**src/rtl/sw_test_status_pkg.sv**
```systemverilog
// Shared types for the software test-status monitor: status codes, channel
// states and the log FIFO entry layout.
package sw_test_status_pkg;

  typedef enum logic [15:0] {
    StatusInTest = 16'h4354,
    StatusInWfi  = 16'h1d1e,
    StatusPassed = 16'h900d,
    StatusFailed = 16'hbaad,
    StatusBoot   = 16'hb090
  } sw_test_status_e;

  typedef enum logic [2:0] {
    ChanBoot   = 3'd0,
    ChanInTest = 3'd1,
    ChanInWfi  = 3'd2,
    ChanPassed = 3'd3,
    ChanFailed = 3'd4
  } chan_state_e;

  typedef struct packed {
    logic [2:0] chan;
    logic [7:0] data;
  } log_entry_t;

  localparam int unsigned LogAddrOffset = 4;

  function automatic logic is_terminal(input chan_state_e state);
    return (state == ChanPassed) || (state == ChanFailed);
  endfunction

endpackage

```
**src/rtl/sw_test_status_mon_if.sv**
```systemverilog
// Snoop/log bundle between the software agents, the testbench log drain and
// the status monitor.
interface sw_test_status_mon_if #(
  parameter int unsigned NumChans = 2,
  parameter int unsigned AddrW    = 32
);
  logic [NumChans-1:0]            wr_valid_i;
  logic [NumChans-1:0][AddrW-1:0] wr_addr_i;
  logic [NumChans-1:0][15:0]      wr_data_i;
  logic [NumChans-1:0][2:0]       chan_state_o;
  logic                           test_done_o;
  logic                           test_passed_o;
  logic                           timeout_o;
  logic                           log_valid_o;
  logic [7:0]                     log_data_o;
  logic [2:0]                     log_chan_o;
  logic                           log_ready_i;
  logic                           log_dropped_o;

  modport master (
    output wr_valid_i, wr_addr_i, wr_data_i, log_ready_i,
    input  chan_state_o, test_done_o, test_passed_o, timeout_o,
           log_valid_o, log_data_o, log_chan_o, log_dropped_o
  );

  modport slave (
    input  wr_valid_i, wr_addr_i, wr_data_i, log_ready_i,
    output chan_state_o, test_done_o, test_passed_o, timeout_o,
           log_valid_o, log_data_o, log_chan_o, log_dropped_o
  );
endinterface

```
**src/rtl/prim_fifo_sync.sv**
```systemverilog
// Synchronous FIFO with optional empty pass-through; a full FIFO still
// accepts a write in the same cycle as a read.
module prim_fifo_sync #(
  parameter int unsigned Width = 8,
  parameter int unsigned Depth = 4,
  parameter bit          Pass  = 1'b0
) (
  input  logic             clk_i,
  input  logic             rst_ni,
  input  logic             clr_i,
  input  logic             wvalid_i,
  output logic             wready_o,
  input  logic [Width-1:0] wdata_i,
  output logic             rvalid_o,
  input  logic             rready_i,
  output logic [Width-1:0] rdata_o
);
  localparam int unsigned PtrW   = $clog2(Depth);
  localparam logic [PtrW:0] PtrOne = (PtrW+1)'(1);

  logic [Width-1:0] storage_r [Depth];
  logic [PtrW:0]    wptr_r, rptr_r;
  logic             empty_s, full_s, pass_s, push_s, pop_s;

  assign empty_s  = (wptr_r == rptr_r);
  assign full_s   = (wptr_r[PtrW] != rptr_r[PtrW]) &&
                    (wptr_r[PtrW-1:0] == rptr_r[PtrW-1:0]);
  assign pass_s   = Pass && empty_s && wvalid_i && rready_i;
  assign wready_o = !full_s || rready_i;
  assign rvalid_o = !empty_s || (Pass && wvalid_i);
  assign rdata_o  = (Pass && empty_s) ? wdata_i : storage_r[rptr_r[PtrW-1:0]];
  assign push_s   = wvalid_i && wready_o && !pass_s;
  assign pop_s    = rready_i && !empty_s;

  // Pointer and storage update
  always_ff @(posedge clk_i or negedge rst_ni) begin
    if (!rst_ni) begin
      wptr_r <= '0;
      rptr_r <= '0;
      for (int i = 0; i < int'(Depth); i++) storage_r[i] <= '0;
    end else if (clr_i) begin
      wptr_r <= '0;
      rptr_r <= '0;
    end else begin
      if (push_s) begin
        storage_r[wptr_r[PtrW-1:0]] <= wdata_i;
        wptr_r <= wptr_r + PtrOne;
      end
      if (pop_s) begin
        rptr_r <= rptr_r + PtrOne;
      end
    end
  end
endmodule

```
**src/rtl/sw_test_status_chan.sv**
```systemverilog
// Per-channel test-state tracker driven by status-code writes.
module sw_test_status_chan
  import sw_test_status_pkg::*;
(
  input  logic        clk_i,
  input  logic        rst_ni,
  input  logic        status_wr_i,
  input  logic [15:0] status_data_i,
  output chan_state_e state_o
);
  chan_state_e state_r, state_s;

  // Next state: Passed/Failed absorb, unknown codes leave the state alone
  always_comb begin
    state_s = state_r;
    if (status_wr_i && !is_terminal(state_r)) begin
      case (status_data_i)
        StatusBoot:   state_s = ChanBoot;
        StatusInTest: state_s = ChanInTest;
        StatusInWfi:  state_s = ChanInWfi;
        StatusPassed: state_s = ChanPassed;
        StatusFailed: state_s = ChanFailed;
        default:      state_s = state_r;
      endcase
    end else begin
      state_s = state_r;
    end
  end

  // State register
  always_ff @(posedge clk_i or negedge rst_ni) begin
    if (!rst_ni) state_r <= ChanBoot;
    else         state_r <= state_s;
  end

  assign state_o = state_r;
endmodule

```
**src/rtl/sw_test_status_mon.sv**
```systemverilog
// Multi-channel software test-status monitor: per-channel state, global
// verdict with optional watchdog, and a buffered console log.
module sw_test_status_mon
  import sw_test_status_pkg::*;
#(
  parameter int unsigned     NumChans      = 2,
  parameter int unsigned     AddrW         = 32,
  parameter logic [AddrW-1:0] StatusAddr   = 32'h1000_0000,
  parameter bit              RequireAll    = 1'b1,
  parameter int unsigned     TimeoutCycles = 0,
  parameter int unsigned     LogDepth      = 16
) (
  input logic clk_i,
  input logic rst_ni,
  sw_test_status_mon_if.slave bus
);
  localparam logic [AddrW-1:0] LogAddr = StatusAddr + AddrW'(LogAddrOffset);

  chan_state_e         chan_state_s [NumChans];
  logic [NumChans-1:0] status_hit_s, log_hit_s;
  logic                done_r, passed_r, timeout_r, dropped_r;
  logic                any_failed_s, all_passed_s, any_passed_s, pass_cond_s;
  logic                expire_s;

  for (genvar c = 0; c < NumChans; c++) begin : g_chan
    assign status_hit_s[c] = bus.wr_valid_i[c] && (bus.wr_addr_i[c] == StatusAddr);
    assign log_hit_s[c]    = bus.wr_valid_i[c] && (bus.wr_addr_i[c] == LogAddr);

    sw_test_status_chan u_chan (
      .clk_i        (clk_i),
      .rst_ni       (rst_ni),
      .status_wr_i  (status_hit_s[c]),
      .status_data_i(bus.wr_data_i[c]),
      .state_o      (chan_state_s[c])
    );
    assign bus.chan_state_o[c] = chan_state_s[c];
  end

  // Reduce channel states into the completion conditions
  always_comb begin
    any_failed_s = 1'b0;
    all_passed_s = 1'b1;
    any_passed_s = 1'b0;
    for (int c = 0; c < int'(NumChans); c++) begin
      any_failed_s = any_failed_s | (chan_state_s[c] == ChanFailed);
      all_passed_s = all_passed_s & (chan_state_s[c] == ChanPassed);
      any_passed_s = any_passed_s | (chan_state_s[c] == ChanPassed);
    end
    pass_cond_s = RequireAll ? all_passed_s : any_passed_s;
  end

  if (TimeoutCycles > 0) begin : g_wdog
    localparam int unsigned CntW = $clog2(TimeoutCycles + 1);
    logic [CntW-1:0] cnt_r;

    // Saturating watchdog that stops once a verdict exists
    always_ff @(posedge clk_i or negedge rst_ni) begin
      if (!rst_ni)                     cnt_r <= '0;
      else if (!done_r && cnt_r != '1) cnt_r <= cnt_r + CntW'(1);
      else                             cnt_r <= cnt_r;
    end
    assign expire_s = !done_r && (cnt_r == CntW'(TimeoutCycles - 1));
  end else begin : g_no_wdog
    assign expire_s = 1'b0;
  end

  // Verdict: Failed first, then completion, then watchdog; frozen once done
  always_ff @(posedge clk_i or negedge rst_ni) begin
    if (!rst_ni) begin
      done_r    <= 1'b0;
      passed_r  <= 1'b0;
      timeout_r <= 1'b0;
    end else if (!done_r) begin
      if (any_failed_s) begin
        done_r   <= 1'b1;
        passed_r <= 1'b0;
      end else if (pass_cond_s) begin
        done_r   <= 1'b1;
        passed_r <= 1'b1;
      end else if (expire_s) begin
        done_r    <= 1'b1;
        passed_r  <= 1'b0;
        timeout_r <= 1'b1;
      end
    end
  end

  logic       push_s, multi_s, fifo_wready_s;
  log_entry_t push_data_s, head_s;

  // Lowest-index logging channel wins the single push slot
  always_comb begin
    push_s      = 1'b0;
    multi_s     = 1'b0;
    push_data_s = '0;
    for (int c = 0; c < int'(NumChans); c++) begin
      if (log_hit_s[c] && push_s) begin
        multi_s = 1'b1;
      end else if (log_hit_s[c]) begin
        push_s      = 1'b1;
        push_data_s = '{chan: 3'(c), data: bus.wr_data_i[c][7:0]};
      end else begin
        push_s = push_s;
      end
    end
  end

  // Sticky record of any lost log byte
  always_ff @(posedge clk_i or negedge rst_ni) begin
    if (!rst_ni) dropped_r <= 1'b0;
    else         dropped_r <= dropped_r | multi_s | (push_s & ~fifo_wready_s);
  end

  prim_fifo_sync #(
    .Width($bits(log_entry_t)),
    .Depth(LogDepth),
    .Pass (1'b0)
  ) u_log_fifo (
    .clk_i   (clk_i),
    .rst_ni  (rst_ni),
    .clr_i   (1'b0),
    .wvalid_i(push_s),
    .wready_o(fifo_wready_s),
    .wdata_i (push_data_s),
    .rvalid_o(bus.log_valid_o),
    .rready_i(bus.log_ready_i),
    .rdata_o (head_s)
  );

  assign bus.log_data_o    = head_s.data;
  assign bus.log_chan_o    = head_s.chan;
  assign bus.log_dropped_o = dropped_r;
  assign bus.test_done_o   = done_r;
  assign bus.test_passed_o = passed_r;
  assign bus.timeout_o     = timeout_r;
endmodule

```
**src/flat_wrapper.sv**
```systemverilog
// flat-port wrapper written by rule: the top's interface ports become plain ports
module sw_test_status_mon_flat import sw_test_status_pkg::*;
#(
  parameter int unsigned     NumChans      = 2,
  parameter int unsigned     AddrW         = 32,
  parameter logic [AddrW-1:0] StatusAddr   = 32'h1000_0000,
  parameter bit              RequireAll    = 1'b1,
  parameter int unsigned     TimeoutCycles = 0,
  parameter int unsigned     LogDepth      = 16
)
  (clk_i, rst_ni, bus_wr_valid_i, bus_wr_addr_i, bus_wr_data_i, bus_log_ready_i, bus_chan_state_o, bus_test_done_o, bus_test_passed_o, bus_timeout_o, bus_log_valid_o, bus_log_data_o, bus_log_chan_o, bus_log_dropped_o);
  sw_test_status_mon_if #(.NumChans(NumChans), .AddrW(AddrW)) bus_i ();
  input logic clk_i;
  input logic rst_ni;
  input wire logic [$bits(bus_i.wr_valid_i)-1:0] bus_wr_valid_i;
  input wire logic [$bits(bus_i.wr_addr_i)-1:0] bus_wr_addr_i;
  input wire logic [$bits(bus_i.wr_data_i)-1:0] bus_wr_data_i;
  input wire logic [$bits(bus_i.log_ready_i)-1:0] bus_log_ready_i;
  output wire logic [$bits(bus_i.chan_state_o)-1:0] bus_chan_state_o;
  output wire logic [$bits(bus_i.test_done_o)-1:0] bus_test_done_o;
  output wire logic [$bits(bus_i.test_passed_o)-1:0] bus_test_passed_o;
  output wire logic [$bits(bus_i.timeout_o)-1:0] bus_timeout_o;
  output wire logic [$bits(bus_i.log_valid_o)-1:0] bus_log_valid_o;
  output wire logic [$bits(bus_i.log_data_o)-1:0] bus_log_data_o;
  output wire logic [$bits(bus_i.log_chan_o)-1:0] bus_log_chan_o;
  output wire logic [$bits(bus_i.log_dropped_o)-1:0] bus_log_dropped_o;
  assign bus_i.wr_valid_i = bus_wr_valid_i;
  assign bus_i.wr_addr_i = bus_wr_addr_i;
  assign bus_i.wr_data_i = bus_wr_data_i;
  assign bus_i.log_ready_i = bus_log_ready_i;
  assign bus_chan_state_o = bus_i.chan_state_o;
  assign bus_test_done_o = bus_i.test_done_o;
  assign bus_test_passed_o = bus_i.test_passed_o;
  assign bus_timeout_o = bus_i.timeout_o;
  assign bus_log_valid_o = bus_i.log_valid_o;
  assign bus_log_data_o = bus_i.log_data_o;
  assign bus_log_chan_o = bus_i.log_chan_o;
  assign bus_log_dropped_o = bus_i.log_dropped_o;
  sw_test_status_mon #(.NumChans(NumChans), .AddrW(AddrW), .StatusAddr(StatusAddr), .RequireAll(RequireAll), .TimeoutCycles(TimeoutCycles), .LogDepth(LogDepth)) u_core (.clk_i(clk_i), .rst_ni(rst_ni), .bus(bus_i));
endmodule
```
**config.mk**
```make
export PLATFORM = sky130hd
export DESIGN_NAME = sw_test_status_mon_flat
export DESIGN_NICKNAME = d
export VERILOG_FILES = /design/src/rtl/sw_test_status_pkg.sv /design/src/rtl/sw_test_status_mon_if.sv /design/src/rtl/prim_fifo_sync.sv /design/src/rtl/sw_test_status_chan.sv /design/src/rtl/sw_test_status_mon.sv /design/src/flat_wrapper.sv
export SDC_FILE = /design/constraint.sdc
export NUM_CORES = 1
export LEC_CHECK = 0
export ABC_AREA = 1
export BUFFER_PORTS_ARGS = -buffer_cell sky130_fd_sc_hd__buf_2
export CAP_MARGIN = 20
export CORE_MARGIN = 10
export CORE_UTILIZATION = 35
export DETAILED_ROUTE_END_ITERATION = 12
export PLACE_DENSITY = 0.56
export REMOVE_ABC_BUFFERS = 1
export SLEW_MARGIN = 20
export SYNTH_ARGS = -nofsm -noshare
export SYNTH_HDL_FRONTEND = slang
export SYNTH_SLANG_ARGS = --single-unit
```
**constraint.sdc**
```tcl
create_clock -name clk_i -period 2.25 [get_ports clk_i]
set_input_delay 0.1125 -clock clk_i [delete_from_list [all_inputs] [get_ports clk_i]]
set_output_delay 0.1125 -clock clk_i [all_outputs]
set_load 0.02 [all_outputs]
```
==> results.md <==
Yosys:
- By instance count, the leading cell after synthesis is sky130_fd_sc_hd__nand2_1.
- Counting distinct cell types in the post-synthesis netlist gives 35.
- The commonest cells after synthesis are sky130_fd_sc_hd__nand2_1, sky130_fd_sc_hd__nor2_1, sky130_fd_sc_hd__dfrtp_1.
- The number of flops mapped to enable cells by yosys is 0.
- The cell area that synthesis handed to floorplanning was 0.00939 mm2.
- Counting every instance in the synthesized netlist gives 1369.
- The mean cell area of the mapped netlist is 6.86 um2.
- The synthesis warning total is 0.
- The proportion of register bits with asynchronous set or reset after synthesis is 100%.
- After synthesis, the cell types taking the most area are sky130_fd_sc_hd__dfrtp_1, sky130_fd_sc_hd__nand2_1, sky130_fd_sc_hd__nor2_1.
- The proportion of synthesized chip area in sequential cells is 43.4%.
- The most used flip-flop cell after synthesis is sky130_fd_sc_hd__dfrtp_1.
- The largest total area in the synthesized netlist belongs to sky130_fd_sc_hd__dfrtp_1.
- In this run, synthesis produced a sequential element count of 163.
- The area share of the largest cell type after synthesis is 43.4%.

GRT:
- The via count of the first global-routing pass is 9027.
- After global routing the overflow that remains totals 0.
- Global routing used 18.1% of the available tracks across all layers.
- The initial antenna violation count is 1.
- The largest net degree at the start of global routing is 60.
- The first-pass GRT wire length is 48500 um.

Die:
- For this configuration, the core starts out at a cell density of 35.8%.
- The area of the core is 0.0262 mm2.
- Row generation in the floorplan step produced 59 rows.
- In this run the vertical extent of the chip is 184 um.
- The number of top-level pins is 123.
- The die footprint is 0.0338 mm2.
- The die is 184 um wide.

Timing:
- At the pin with the least slew margin, the transition time is 0.699 ns.
- The final number of max-transition violations came to 0.
- Setup repair after global routing could not meet its margin everywhere.
- The headroom to the max-slew limit is 53.2%.
- Setup violations remaining at the end of the flow were counted as 0.
- The final critical path takes up 99.5% of the cycle.
- The post-route clock skew is 0.0110 ns.
- The highest achievable clock rate is 0.447 GHz.
- The minimum period implied by the final worst setup slack is 2.24 ns.
- The setup TNS is 0 ns.
- The final number of hold-violating endpoints was 0.

Power and ir drop:
- The maximum VDD drop is 0.614 mV.
- The analysis attributes to cell leakage a power of 0.00612 uW.
- For this design the ratio of total power to cell area is 870 mW/mm2.

Critical path:
- The worst register-to-register path begins at u_core.u_log_fifo.rptr_r[1].
- The type of the setup path with the least slack is flip-flop to output port.
- The worst setup path is launched from a flip-flop.
- The sort of element at the end of the critical path is an output port.
- In this design, the stage delay of the slowest critical-path cell is 0.46 ns.
- The most critical setup path has its startpoint at u_core.u_log_fifo.rptr_r[0].
- The critical path arrival is 2.13 ns.
- The data required time of the worst path is 2.14 ns.
- The largest fanout of any net on the critical path is 14.
- The signal on the critical path passes through buf_4, clkbuf_16, o21ai_0, o211ai_1, nand3_2, nand3_1, buf_2.
- The slowest cell on the critical path is sky130_fd_sc_hd__dfrtp_2.

Placed design:
- The HPWL after detailed placement is 20900 um.
- Including well taps, the total number of placed cells is 1812.
- The number of buffers added on ports is 119.
- The congestion estimate from routability-driven global placement came to 0.875.

CTS:
- Buffers inserted during clock tree synthesis total 17.
- The tree is rooted in a sky130_fd_sc_hd__clkbuf_16.
- The clock latency of the later-clocked register in the worst-skew pair is 0.43 ns.
- The TritonCTS clock tree is built.
- CTS saw 163 sinks.
- After clock tree synthesis, the clock-pin slew on the worst setup and hold paths is 0.07 ns.
- The deepest level of the CTS H-tree is 4.
- In this run the deepest clock path goes through 2 buffers.

Route:
- After detailed routing, the average wire length per cell comes to 16.8 um.
- The post-route DRC violation count is 0.
- The remaining number of nets flagged by the antenna check after routing is 0.
- The total via count after detailed routing is 9188.
- In this run, the number of DRC markers left after iteration 0 of detailed routing was 843.
- The detail-routed via count per cell is 4.96.
- For this block, the routed nets add up to 31100 um of wire.
- The first detailed-routing pass took 5 iterations.

Layout:
- The layout cell share with drive strength beyond 1 is 15.2%.
- The final-stage net count is 1612.
- The number of antenna cells inserted is 0.
- The finished layout holds 1853 standard cells, fillers aside.
- The post-synthesis to final-layout area growth is 21.8%.

Min path:
- The startpoint of the tightest hold check path is bus_wr_addr_i[34].
- The tightest min-delay check is of the input port to flip-flop type.

Flow run:
- Across the run, the number of max-cap violations was 0.

Run status:
- The flow ran to the end, and the final reports show no timing, DRC or antenna violations.
## routing by layer
metal	GRT usage, %	vias up	wire length (um)
met3	3.54	22	1710
met2	29.4	259	14700
met4	4.13	2	431
met5	0	-	7
li1	-	4597	-
met1	24.3	4308	14200
## where the power goes
group | leakage [uW] | internal (uW) | total [uW] | switching (uW)
registers | 0.00226 | 2970 | 3030 | 62.0
logic | 0.00357 | 1450 | 3940 | 2490
clock network | 0.000286 | 1590 | 2970 | 1380
## cell families after synthesis
kind of cell    Yosys count  share of synthesized area [%]
simple gates            935                           41.2
flops                   163                           43.4
buf+inv                 137                           6.22
compound gates          117                           7.45
xor+xnor                 11                           1.03
fa+ha+maj                 5                          0.666
other cells               1                         0.0399
## worst max-delay path: cells and delay by family, from the launching register on
| family | cells | cell delay (ns) |
|---|---|---|
| and+or+nand+nor | 2 | 0.28 |
| buffers and inverters | 3 | 0.54 |
| DFF | 1 | 0.46 |
| AOI/OAI and AO/OA | 2 | 0.40 |
## repair_timing
action                                 in CTS  in global routing
endpoints found under the hold margin      54                  0
hold buffers                                1                  0
cloned                                      0                  6
setup endpoints to repair                   1                 10
gates resized for setup                     1                 29
pin swaps                                   0                  8
setup buffers                               0                  3
## state kept, by name, summed over array words and instances, names as in the netlist
register and cells:
u_core.bus.log_dropped_o 1, u_core.bus.test_done_o 1, u_core.bus.test_passed_o 1, u_core.g_chan.u_chan.state_o 6, u_core.u_log_fifo.rptr_r 5, u_core.u_log_fifo.storage_r 144
u_core.u_log_fifo.wptr_r 5
## placed cells by master, fill, tap and decap left out, types with 5 or more instances in the layout
| master | count |
|---|---|
| sky130_fd_sc_hd__nand2_1 | 553 |
| sky130_fd_sc_hd__nor2_1 | 253 |
| sky130_fd_sc_hd__dfrtp_1 | 161 |
| sky130_fd_sc_hd__buf_2 | 115 |
| sky130_fd_sc_hd__inv_1 | 89 |
| sky130_fd_sc_hd__nand3_1 | 76 |
| sky130_fd_sc_hd__o21ai_0 | 68 |
| sky130_fd_sc_hd__buf_4 | 25 |
| sky130_fd_sc_hd__clkbuf_16 | 22 |
| sky130_fd_sc_hd__o211ai_1 | 18 |
| sky130_fd_sc_hd__nand4_1 | 15 |
| sky130_fd_sc_hd__buf_12 | 13 |
| sky130_fd_sc_hd__nand3_2 | 12 |
| sky130_fd_sc_hd__o21ai_1 | 10 |
| sky130_fd_sc_hd__o32ai_1 | 10 |
| sky130_fd_sc_hd__xor2_1 | 9 |
| sky130_fd_sc_hd__o32ai_2 | 8 |
| sky130_fd_sc_hd__inv_8 | 8 |
| sky130_fd_sc_hd__nor2_8 | 7 |
| sky130_fd_sc_hd__ha_1 | 5 |
## area by class of cell
cell class | instances | area, um2
fillers | 2658 | 14800
multi-input cells | 1071 | 4830
flip-flops and latches | 163 | 4080
repair buffers | 161 | 1180
clock buffers | 17 | 425
well taps | 335 | 419
inverters | 92 | 348
clock inverters | 14 | 161
## path summary, 6_finish.rpt
path / endpoint / slack (ns) / depth (start not counted)
setup / recovery: bus_log_data_o[1] / 0.01 / 7
hold / removal: u_core.g_chan[1].u_chan.state_o[0] / 0.04 / 4
setup reg to reg: u_core.u_log_fifo.storage_r[85] / 0.15 / 8
hold reg to reg: u_core.u_log_fifo.storage_r[150] / 0.48 / 2
max in group asynchronous: u_core.u_log_fifo.storage_r[34] / 1.30 / 3
min in group asynchronous: u_core.u_log_fifo.storage_r[45] / 0.21 / 2
## through the flow
step	util, %	cell area (um2)	total power, uW	hold WS, ns	worst slack, ns
finish	43.7	11400	9950	0.0427	0.0119
detailed placement	40.4	10600	6360	0.141	0.192
CTS	42.7	11200	9340	0.0265	0.00274
global placement	40.4	10600	6380	0.144	0.223
global route	43.7	11400	10400	0.0726	-0.0237
floorplan	-	9160	4960	-0.183	-0.950
No activity file was read; power rests on OpenSTA's default activity.
